File: src/rtl/lcd_refresh_scheduler.sv
// Character frame buffer for the HD44780 4-bit driver, plus the scheduler that
// decides when the driver prints the frame.
//
// state       | meaning
// ------------+--------------------------------------------------------------
// S_IDLE      | waiting for a dirty frame while the driver is idle
// S_TRIG      | lcd_trg high for exactly one cycle
// S_WAIT_BUSY | waiting for the driver to raise lcd_busy, with a timeout
// S_WAIT_DONE | driver printing; the print is counted when busy falls
// S_HOLDOFF   | minimum idle gap before the next print may start
module lcd_refresh_scheduler #(
    parameter int                DEPTH          = 80,
    parameter int                ADDR_W         = 7,
    parameter int                DATA_W         = 8,
    parameter logic [DATA_W-1:0] FILL_CHAR      = 8'h20,
    parameter int                HOLDOFF_CYCLES = 2500,
    parameter int                BUSY_TIMEOUT   = 8
) (
    input  logic              clk,
    input  logic              rst,
    input  logic              wr_valid,
    output logic              wr_ready,
    input  logic [ADDR_W-1:0] wr_addr,
    input  logic [DATA_W-1:0] wr_data,
    input  logic              clr_req,
    output logic              clr_busy,
    input  logic              refresh_req,
    input  logic [ADDR_W-1:0] rd_addr,
    output logic [DATA_W-1:0] rd_data,
    output logic              lcd_trg,
    input  logic              lcd_busy,
    output logic              dirty,
    output logic [15:0]       refresh_count,
    output logic              err_timeout
);

    localparam int TMR_W = 16;
    localparam logic [TMR_W-1:0]  BUSY_LOAD = TMR_W'(BUSY_TIMEOUT - 1);
    localparam logic [TMR_W-1:0]  HOLD_LOAD = (HOLDOFF_CYCLES == 0) ? '0 : TMR_W'(HOLDOFF_CYCLES - 1);
    localparam logic [ADDR_W:0]   DEPTH_X   = (ADDR_W + 1)'(DEPTH);
    localparam logic [ADDR_W-1:0] CLR_LAST  = ADDR_W'(DEPTH - 1);

    typedef enum logic [2:0] {
        S_IDLE,
        S_TRIG,
        S_WAIT_BUSY,
        S_WAIT_DONE,
        S_HOLDOFF
    } state_t;

    state_t              state_q, state_d;
    logic [TMR_W-1:0]    tmr_q, tmr_d;
    logic                dirty_q, dirty_d;
    logic                clr_busy_q, clr_busy_d;
    logic [ADDR_W-1:0]   clr_addr_q, clr_addr_d;
    logic [15:0]         refresh_count_q, refresh_count_d;
    logic                err_timeout_q, err_timeout_d;
    logic [DATA_W-1:0]   mem_q [DEPTH];
    logic [DATA_W-1:0]   mem_d [DEPTH];

    logic wr_fire;
    logic wr_in_range;
    logic rd_in_range;
    logic clr_last;
    logic trig_fire;

    assign wr_fire     = wr_valid && !clr_busy_q;
    assign wr_in_range = ({1'b0, wr_addr} < DEPTH_X);
    assign rd_in_range = ({1'b0, rd_addr} < DEPTH_X);
    assign clr_last    = clr_busy_q && (clr_addr_q == CLR_LAST);

    assign wr_ready      = !clr_busy_q;
    assign clr_busy      = clr_busy_q;
    assign rd_data       = rd_in_range ? mem_q[rd_addr] : FILL_CHAR;
    assign lcd_trg       = (state_q == S_TRIG);
    assign dirty         = dirty_q;
    assign refresh_count = refresh_count_q;
    assign err_timeout   = err_timeout_q;

    // Host writes and the clear sweep never collide: wr_ready is low while sweeping.
    always_comb begin
        mem_d      = mem_q;
        clr_busy_d = clr_busy_q;
        clr_addr_d = clr_addr_q;
        if (wr_fire && wr_in_range) begin
            mem_d[wr_addr] = wr_data;
        end
        if (clr_busy_q) begin
            mem_d[clr_addr_q] = FILL_CHAR;
            if (clr_last) begin
                clr_busy_d = 1'b0;
            end else begin
                clr_addr_d = clr_addr_q + ADDR_W'(1);
            end
        end else if (clr_req) begin
            clr_busy_d = 1'b1;
            clr_addr_d = '0;
        end
    end

    always_comb begin
        state_d         = state_q;
        tmr_d           = tmr_q;
        refresh_count_d = refresh_count_q;
        err_timeout_d   = err_timeout_q;
        trig_fire       = 1'b0;
        case (state_q)
            S_IDLE: begin
                if (dirty_q && !lcd_busy) begin
                    state_d   = S_TRIG;
                    trig_fire = 1'b1;
                end
            end
            S_TRIG: begin
                state_d = S_WAIT_BUSY;
                tmr_d   = BUSY_LOAD;
            end
            S_WAIT_BUSY: begin
                if (lcd_busy) begin
                    state_d = S_WAIT_DONE;
                end else if (tmr_q == '0) begin
                    err_timeout_d = 1'b1;
                    state_d       = S_HOLDOFF;
                    tmr_d         = HOLD_LOAD;
                end else begin
                    tmr_d = tmr_q - TMR_W'(1);
                end
            end
            S_WAIT_DONE: begin
                if (!lcd_busy) begin
                    if (refresh_count_q != 16'hFFFF) begin
                        refresh_count_d = refresh_count_q + 16'd1;
                    end
                    state_d = S_HOLDOFF;
                    tmr_d   = HOLD_LOAD;
                end
            end
            S_HOLDOFF: begin
                if (tmr_q == '0) begin
                    state_d = S_IDLE;
                end else begin
                    tmr_d = tmr_q - TMR_W'(1);
                end
            end
            default: state_d = S_IDLE;
        endcase

        // A new change in the same cycle as the trigger must not be lost.
        dirty_d = dirty_q;
        if (trig_fire) begin
            dirty_d = 1'b0;
        end
        if ((wr_fire && wr_in_range) || clr_last || refresh_req) begin
            dirty_d = 1'b1;
        end
    end

    always_ff @(posedge clk or negedge rst) begin
        if (!rst) begin
            state_q         <= S_IDLE;
            tmr_q           <= '0;
            dirty_q         <= 1'b0;
            clr_busy_q      <= 1'b0;
            clr_addr_q      <= '0;
            refresh_count_q <= '0;
            err_timeout_q   <= 1'b0;
            for (int i = 0; i < DEPTH; i++) begin
                mem_q[i] <= FILL_CHAR;
            end
        end else begin
            state_q         <= state_d;
            tmr_q           <= tmr_d;
            dirty_q         <= dirty_d;
            clr_busy_q      <= clr_busy_d;
            clr_addr_q      <= clr_addr_d;
            refresh_count_q <= refresh_count_d;
            err_timeout_q   <= err_timeout_d;
            for (int i = 0; i < DEPTH; i++) begin
                mem_q[i] <= mem_d[i];
            end
        end
    end

endmodule

File: config.mk
export PLATFORM = sky130hd
export DESIGN_NAME = lcd_refresh_scheduler
export DESIGN_NICKNAME = d
export VERILOG_FILES = /design/src/rtl/lcd_refresh_scheduler.sv
export SDC_FILE = /design/constraint.sdc
export NUM_CORES = 2
export LEC_CHECK = 0
export ABC_AREA = 0
export BUFFER_PORTS_ARGS = -buffer_cell sky130_fd_sc_hd__buf_4
export CAP_MARGIN = 25
export CORE_ASPECT_RATIO = 0.5
export CORE_MARGIN = 4
export CORE_UTILIZATION = 50
export CTS_CLUSTER_SIZE = 40
export DETAILED_ROUTE_END_ITERATION = 10
export PLACE_DENSITY = 0.7
export SYNTH_ARGS = -nofsm -noshare
export SYNTH_HDL_FRONTEND = slang
export SYNTH_SLANG_ARGS = --single-unit
File: constraint.sdc
create_clock -name clk -period 2.69 [get_ports clk]
set_clock_uncertainty 0.05 [all_clocks]
set_input_delay 0.269 -clock clk [delete_from_list [all_inputs] [get_ports clk]]
set_output_delay 0.269 -clock clk [all_outputs]
set_load 0.05 [all_outputs]
======== Word level (Yosys, flattened, before mapping) ========
Index checks and enable logic that the tools add are counted.
W data, S select, Z words.
cells by class
  add/sub/neg operators ................... 3
  magnitude comparators ................... 7
  equal/unequal tests ..................... 13
  multiplexer cells ....................... 32
  bitwise operators ....................... 7
  reduce and logical (&&, ||, !) cells .... 20
operators with widths
  operator                 number
  $mux W640                2
  $bwmux W640              1
  $and A560 B560 Y560      1
  $not A560 Y560           1
  $demux W8 S7             2
  $or A80 B80 Y80          1
  $mux W16                 4
  $pmux W16 S4             1
  $bmux W8 S7              1
  $mux W8                  5
  $ge A8 B8 Y1 const B     3
  $not A7 Y8               3
  $mux W7                  3
  $add A16 B1 Y16 const B  1
  $logic_not A16 Y1        1
  $lt A8 B1 Y1 const B     2
  $ne A16 B16 Y1 const B   1
  $sub A16 B1 Y16 const B  1
  $mux W3                  5
  $pmux W3 S5              1
  $lt A7 B7 Y1 const B     2
  $ne A2 B2 Y1 const B     6
  $reduce_and A4 Y1        2
  $add A7 B1 Y7 const B    1
  15 further kinds         31
word-level totals
  bits in registers ....................... 685
  input bits .............................. 28
  output and inout port bits .............. 29
  word-level logic and storage cells ...... 169

======== Depth between registers and ports, before layout ========
  word-level depth ........................ 9
  gate-level depth with buffers ........... 11
  gate-level depth less buffers ........... 8

======== Worst setup path before layout ========
No wires, ideal clock.
  path kind ............................... input-to-output
  start ................................... input rd_addr[1]
  end ..................................... output rd_data[5]
  arrival ................................. 2506 ps
  setup slack ............................. -135 ps
  stages on the path ...................... 9
  path buffers ............................ 5
  path through ............................ buf_2 buf_4 buf_2 buf_4 buf_2 a211oi_1 a22oi_1 a31oi_1 a31oi_1
on the way
  longest elaborated chain between the ends .. 5
  elaborated cells on any way between the ends .. 6
ends and longest elaborated chain
  what                                         line  source
  start, declared                              28    input logic [ADDR_W-1:0] rd_addr,
  $not A7 Y8 (not written as such)             74    assign rd_data = rd_in_range ? mem_q[rd_addr] : FILL_CHAR;
  $bmux W8 S7                                  74
  $mux W8 (not written as such) (2 in series)  74
  $mux W8 *                                    74
  end, declared                                29    output logic [DATA_W-1:0] rd_data,
Mark *: on every way between the ends. The rest lies on a longest branch, timed or not. The select of a mux whose other input is x is not followed.

======== Worst setup path in the final report ========
  start ................................... register mem_q[256] in the netlist's numbering
  end ..................................... output rd_data[0]
on the way
  longest elaborated chain between the ends .. 4
ends and longest elaborated chain
  what                                         line  source
  start, declared                              58    logic [DATA_W-1:0] mem_q [DEPTH];
  start signal, assigned by index              179   mem_q[i] <= mem_d[i];
  $bmux W8 S7                                  74
  $mux W8 (not written as such) (2 in series)  74
  $mux W8                                      74
Every way passes these cells. The select of a mux whose other input is x is not followed.

==> flow_metrics.py <==
metrics = {
    "die": {
        "placementRows": 68,
        "core_area_sq_mm": 0.0689,
        "floorplan.die.width_microns": 381,
        "io-pin-count": 57,
        "die_height_microns": 194,
        "floorplan.die_area_sq_mm": 0.0741,
        "initial_cell_density_of_the_core_pct": 50.5,
    },
    "sta": {
        "rsz0062_at_grt": "yes",
        "post-route-min-period_ns": 3.10,
        "worst_hold_slack_ns": 0.0428,
        "final_hold_viol_count": 0,
        "fmax_mhz": 323,
        "worst_slew_pin_slew_ns": 0.852,
        "setup_viol": 8,
        "finalWorstSetupSlack_ns": -0.407,
        "post-route-period-util_pct": 115,
        "total_count_of_max_transition_violations_in_the_final_report": 0,
        "slew_headroom_pct": 42.8,
    },
    "placement": {
        "place_area_sq_mm": 0.0374,
        "place_congestion": 0.963,
        "detailed_place_hpwl_microns": 74900,
        "port_buffers": 56,
    },
    "worst_setup_path": {
        "startpoint_type": "flop",
        "worstRegToRegCells": 7,
        "cpMaxStageDelayCell": "sky130_fd_sc_hd__mux4_2",
        "critical-path-top-cell-by-count": "sky130_fd_sc_hd__mux4_2",
        "cp-end-kind": "output pin",
        "worstPathCellList": "mux4_2, mux4_2, o211ai_1, buf_4, nand2_4, buf_8",
        "worst_path_largest_cell_delay_ns": 0.51,
        "worstPathArrival_ns": 2.78,
        "crit_path_class": "reg2out",
        "critPathRequiredTime_ns": 2.37,
        "critical_path_peak_fanout": 2,
    },
    "synth": {
        "post_synthesis_instance_area_sq_mm": 0.0348,
        "postSynthNetCount": 3565,
        "synth-seq-area-share_pct": 49.6,
        "ys_async_sr_fraction_pct": 100,
        "netlist_instances": 3533,
        "average_footprint_of_a_synthesized_cell_sq_um": 9.84,
        "synth-seq-cells": 685,
        "synth.distinct_cells": 72,
        "ys_warn_count": 0,
        "synth-main-ff-cell": "sky130_fd_sc_hd__dfrtp_1",
        "synth-edff-count": 0,
    },
    "power": {
        "vdd_ir_drop_max_uv": 628,
        "proportion_of_power_drawn_by_combinational_gates_pct": 16.3,
        "seq_power_share_pct": 44.4,
        "net-switching-power_mw": 7.54,
        "total_leakage_power_nw": 16.9,
        "clkPwrFrac_pct": 39.3,
        "powerDensity_mw_per_mm2": 629,
        "p_sw_share_pct": 30.0,
        "cell_internal_pwr_mw": 17.6,
    },
    "routing": {
        "post-route-drc-count": 0,
        "drt_pass1_iterations": 7,
        "ant_nets": 0,
        "wl_per_cell_microns": 24.8,
        "drt_wl_total_microns": 113000,
        "via_count": 29600,
        "vias_per_cell": 6.49,
        "first_iter_violations": 4084,
    },
    "worst_hold_path": {
        "worst_hold_path.num_cells": 3,
        "hold_path.class": "in2reg",
    },
    "final_layout": {
        "layout_common_cells": "644 x sky130_fd_sc_hd__nand2_1, 605 x sky130_fd_sc_hd__dfrtp_1, 545 x sky130_fd_sc_hd__nand3_1, 536 x sky130_fd_sc_hd__a21oi_1, 216 x sky130_fd_sc_hd__buf_4",
        "post-route-cell-area_sq_mm": 0.0399,
        "sequential_cell_area_sq_mm": 0.0172,
        "antenna-diode-count": 0,
        "mostFrequentLayoutCell": "sky130_fd_sc_hd__nand2_1",
        "drive_above_1_share_pct": 19.3,
        "multiInputGateArea_sq_mm": 0.0164,
        "area.growth.synth_to_final_pct": 14.7,
        "layout.filler_cells": 5729,
        "num-nets-final": 3623,
    },
    "run": {
        "max_cap_viol_count": 0,
    },
    "run_status": {
        "result_of_the_run": "finished, violations left",
        "violations": "setup timing",
    },
    "grt": {
        "gr-total-overflow": 0,
        "grt_util_all_layers_pct": 30.2,
        "grt_max_degree": 106,
        "antenna_found_initial": 0,
        "first_global_vias": 28700,
        "wire_length_of_the_first_global_routing_pass_microns": 175000,
    },
    "clock_tree": {
        "clock_tree.root_cell": "sky130_fd_sc_hd__clkbuf_16",
        "ctsHtreeMaxLevel": 2,
        "path_clk_slew_ns": 0.07,
        "tritoncts": "built",
        "cts_buffers": 61,
        "max-clock-path-buffers": 3,
        "clkSinkCount": 685,
        "clock_latency_on_the_worst_skew_pair_ns": 0.65,
    },
}
## layer usage
layer,GRT usage (%),routed length (microns),vias up
met4,12.6,5230,0
li1,-,-,12700
met5,0,0,-
met1,41.9,44000,14700
met3,7.29,13300,330
met2,46.0,50400,1839
## power groups by stage
stage          Clock [mW]  Sequential [mW]  Combinational [mW]
6_report             9.87             11.1                4.09
5_1_grt              10.4             11.2                4.32
4_1_cts              9.95             11.1                4.00
3_5_place_dp            0             11.3                3.95
3_3_place_gp            0             11.3                3.87
2_1_floorplan           0             11.2                2.21
## worst paths after layout
kind,slack [ns],from,to
setup reg to reg,0.17,clr_busy,mem_q[175]
max in group asynchronous,1.47,rst,mem_q[268]
hold reg to reg,0.45,refresh_count[6],refresh_count[6]
min in group asynchronous,0.12,rst,mem_q[489]
setup / recovery,-0.41,mem_q[256],rd_data[0]
hold / removal,0.04,wr_data[2],mem_q[362]
## final cells by class
class	count	share of cell area, %
Tap cell	910	2.85
Timing Repair Buffer	285	7.09
Multi-Input combinational cell	2545	41.1
Sequential cell	685	43.2
Inverter	13	0.122
Clock inverter	27	1.05
Clock buffer	89	4.57
## worst max-delay path: cells and delay by family, from the launching register on
| family | cells | cell delay, ns |
|---|---|---|
| AND/OR/NAND/NOR | 1 | 0.07 |
| flip-flops | 1 | 0.40 |
| multiplexers | 2 | 1.02 |
| AO/OA/AOI/OAI | 1 | 0.26 |
| buffers and inverters | 2 | 0.35 |
## state kept, by name, indices dropped and copies added, names as in the netlist
| signal | count |
|---|---|
| clr_addr_q | 7 |
| refresh_count | 16 |
| mem_q | 640 |
| err_timeout | 1 |
| tmr_q | 16 |
| clr_busy | 1 |
| dirty | 1 |
| state_q | 3 |
## Yosys cell counts, drive strengths merged, types with 22 or more instances
cell	n	share of area, %
dfstp	80	6.0
nand2	649	7.0
dfrtp	605	44
o21ai	94	1.4
nand3	545	7.8
a21oi	544	7.8
mux2i	165	4.7
buf	122	2.0
nor2	165	1.8
clkbuf	168	1.8
mux4	169	11
nor2b	22	0.40
nor3	22	0.44
## kinds of logic after synthesis
kind of cell | after synthesis | share of synthesized area (%)
and+or+nand+nor | 1472 | 18.9
AOI/OAI and AO/OA | 709 | 10.9
DFF | 685 | 49.6
muxes | 338 | 16.0
buffers and inverters | 303 | 3.93
xor gates and xnor gates | 22 | 0.554
adders and majority gates | 4 | 0.144
## what timing repair did
item,4_1_cts,5_1_grt
pin swaps,16,14
buffers inserted,3,2
gates resized for setup,48,9
hold buffers,7,0
endpoints found under the setup margin,8,8
hold endpoints to repair,230,0
## per-stage QoR
stage | instances | setup WS, ns | utilization, % | total power [mW] | TNS (ns)
global placement | 4425 | -0.204 | 54.2 | 15.2 | -1.01
CTS | 4551 | -0.414 | 57.8 | 25.1 | -2.91
global route | 4554 | -0.433 | 57.9 | 25.9 | -3.06
detailed placement | 4425 | -0.206 | 54.2 | 15.3 | -1.26
finish | 4554 | -0.407 | 57.9 | 25.1 | -2.77
floorplan | 3533 | 0.00925 | - | 13.4 | 0
No activity file was read; power rests on OpenSTA's default activity.
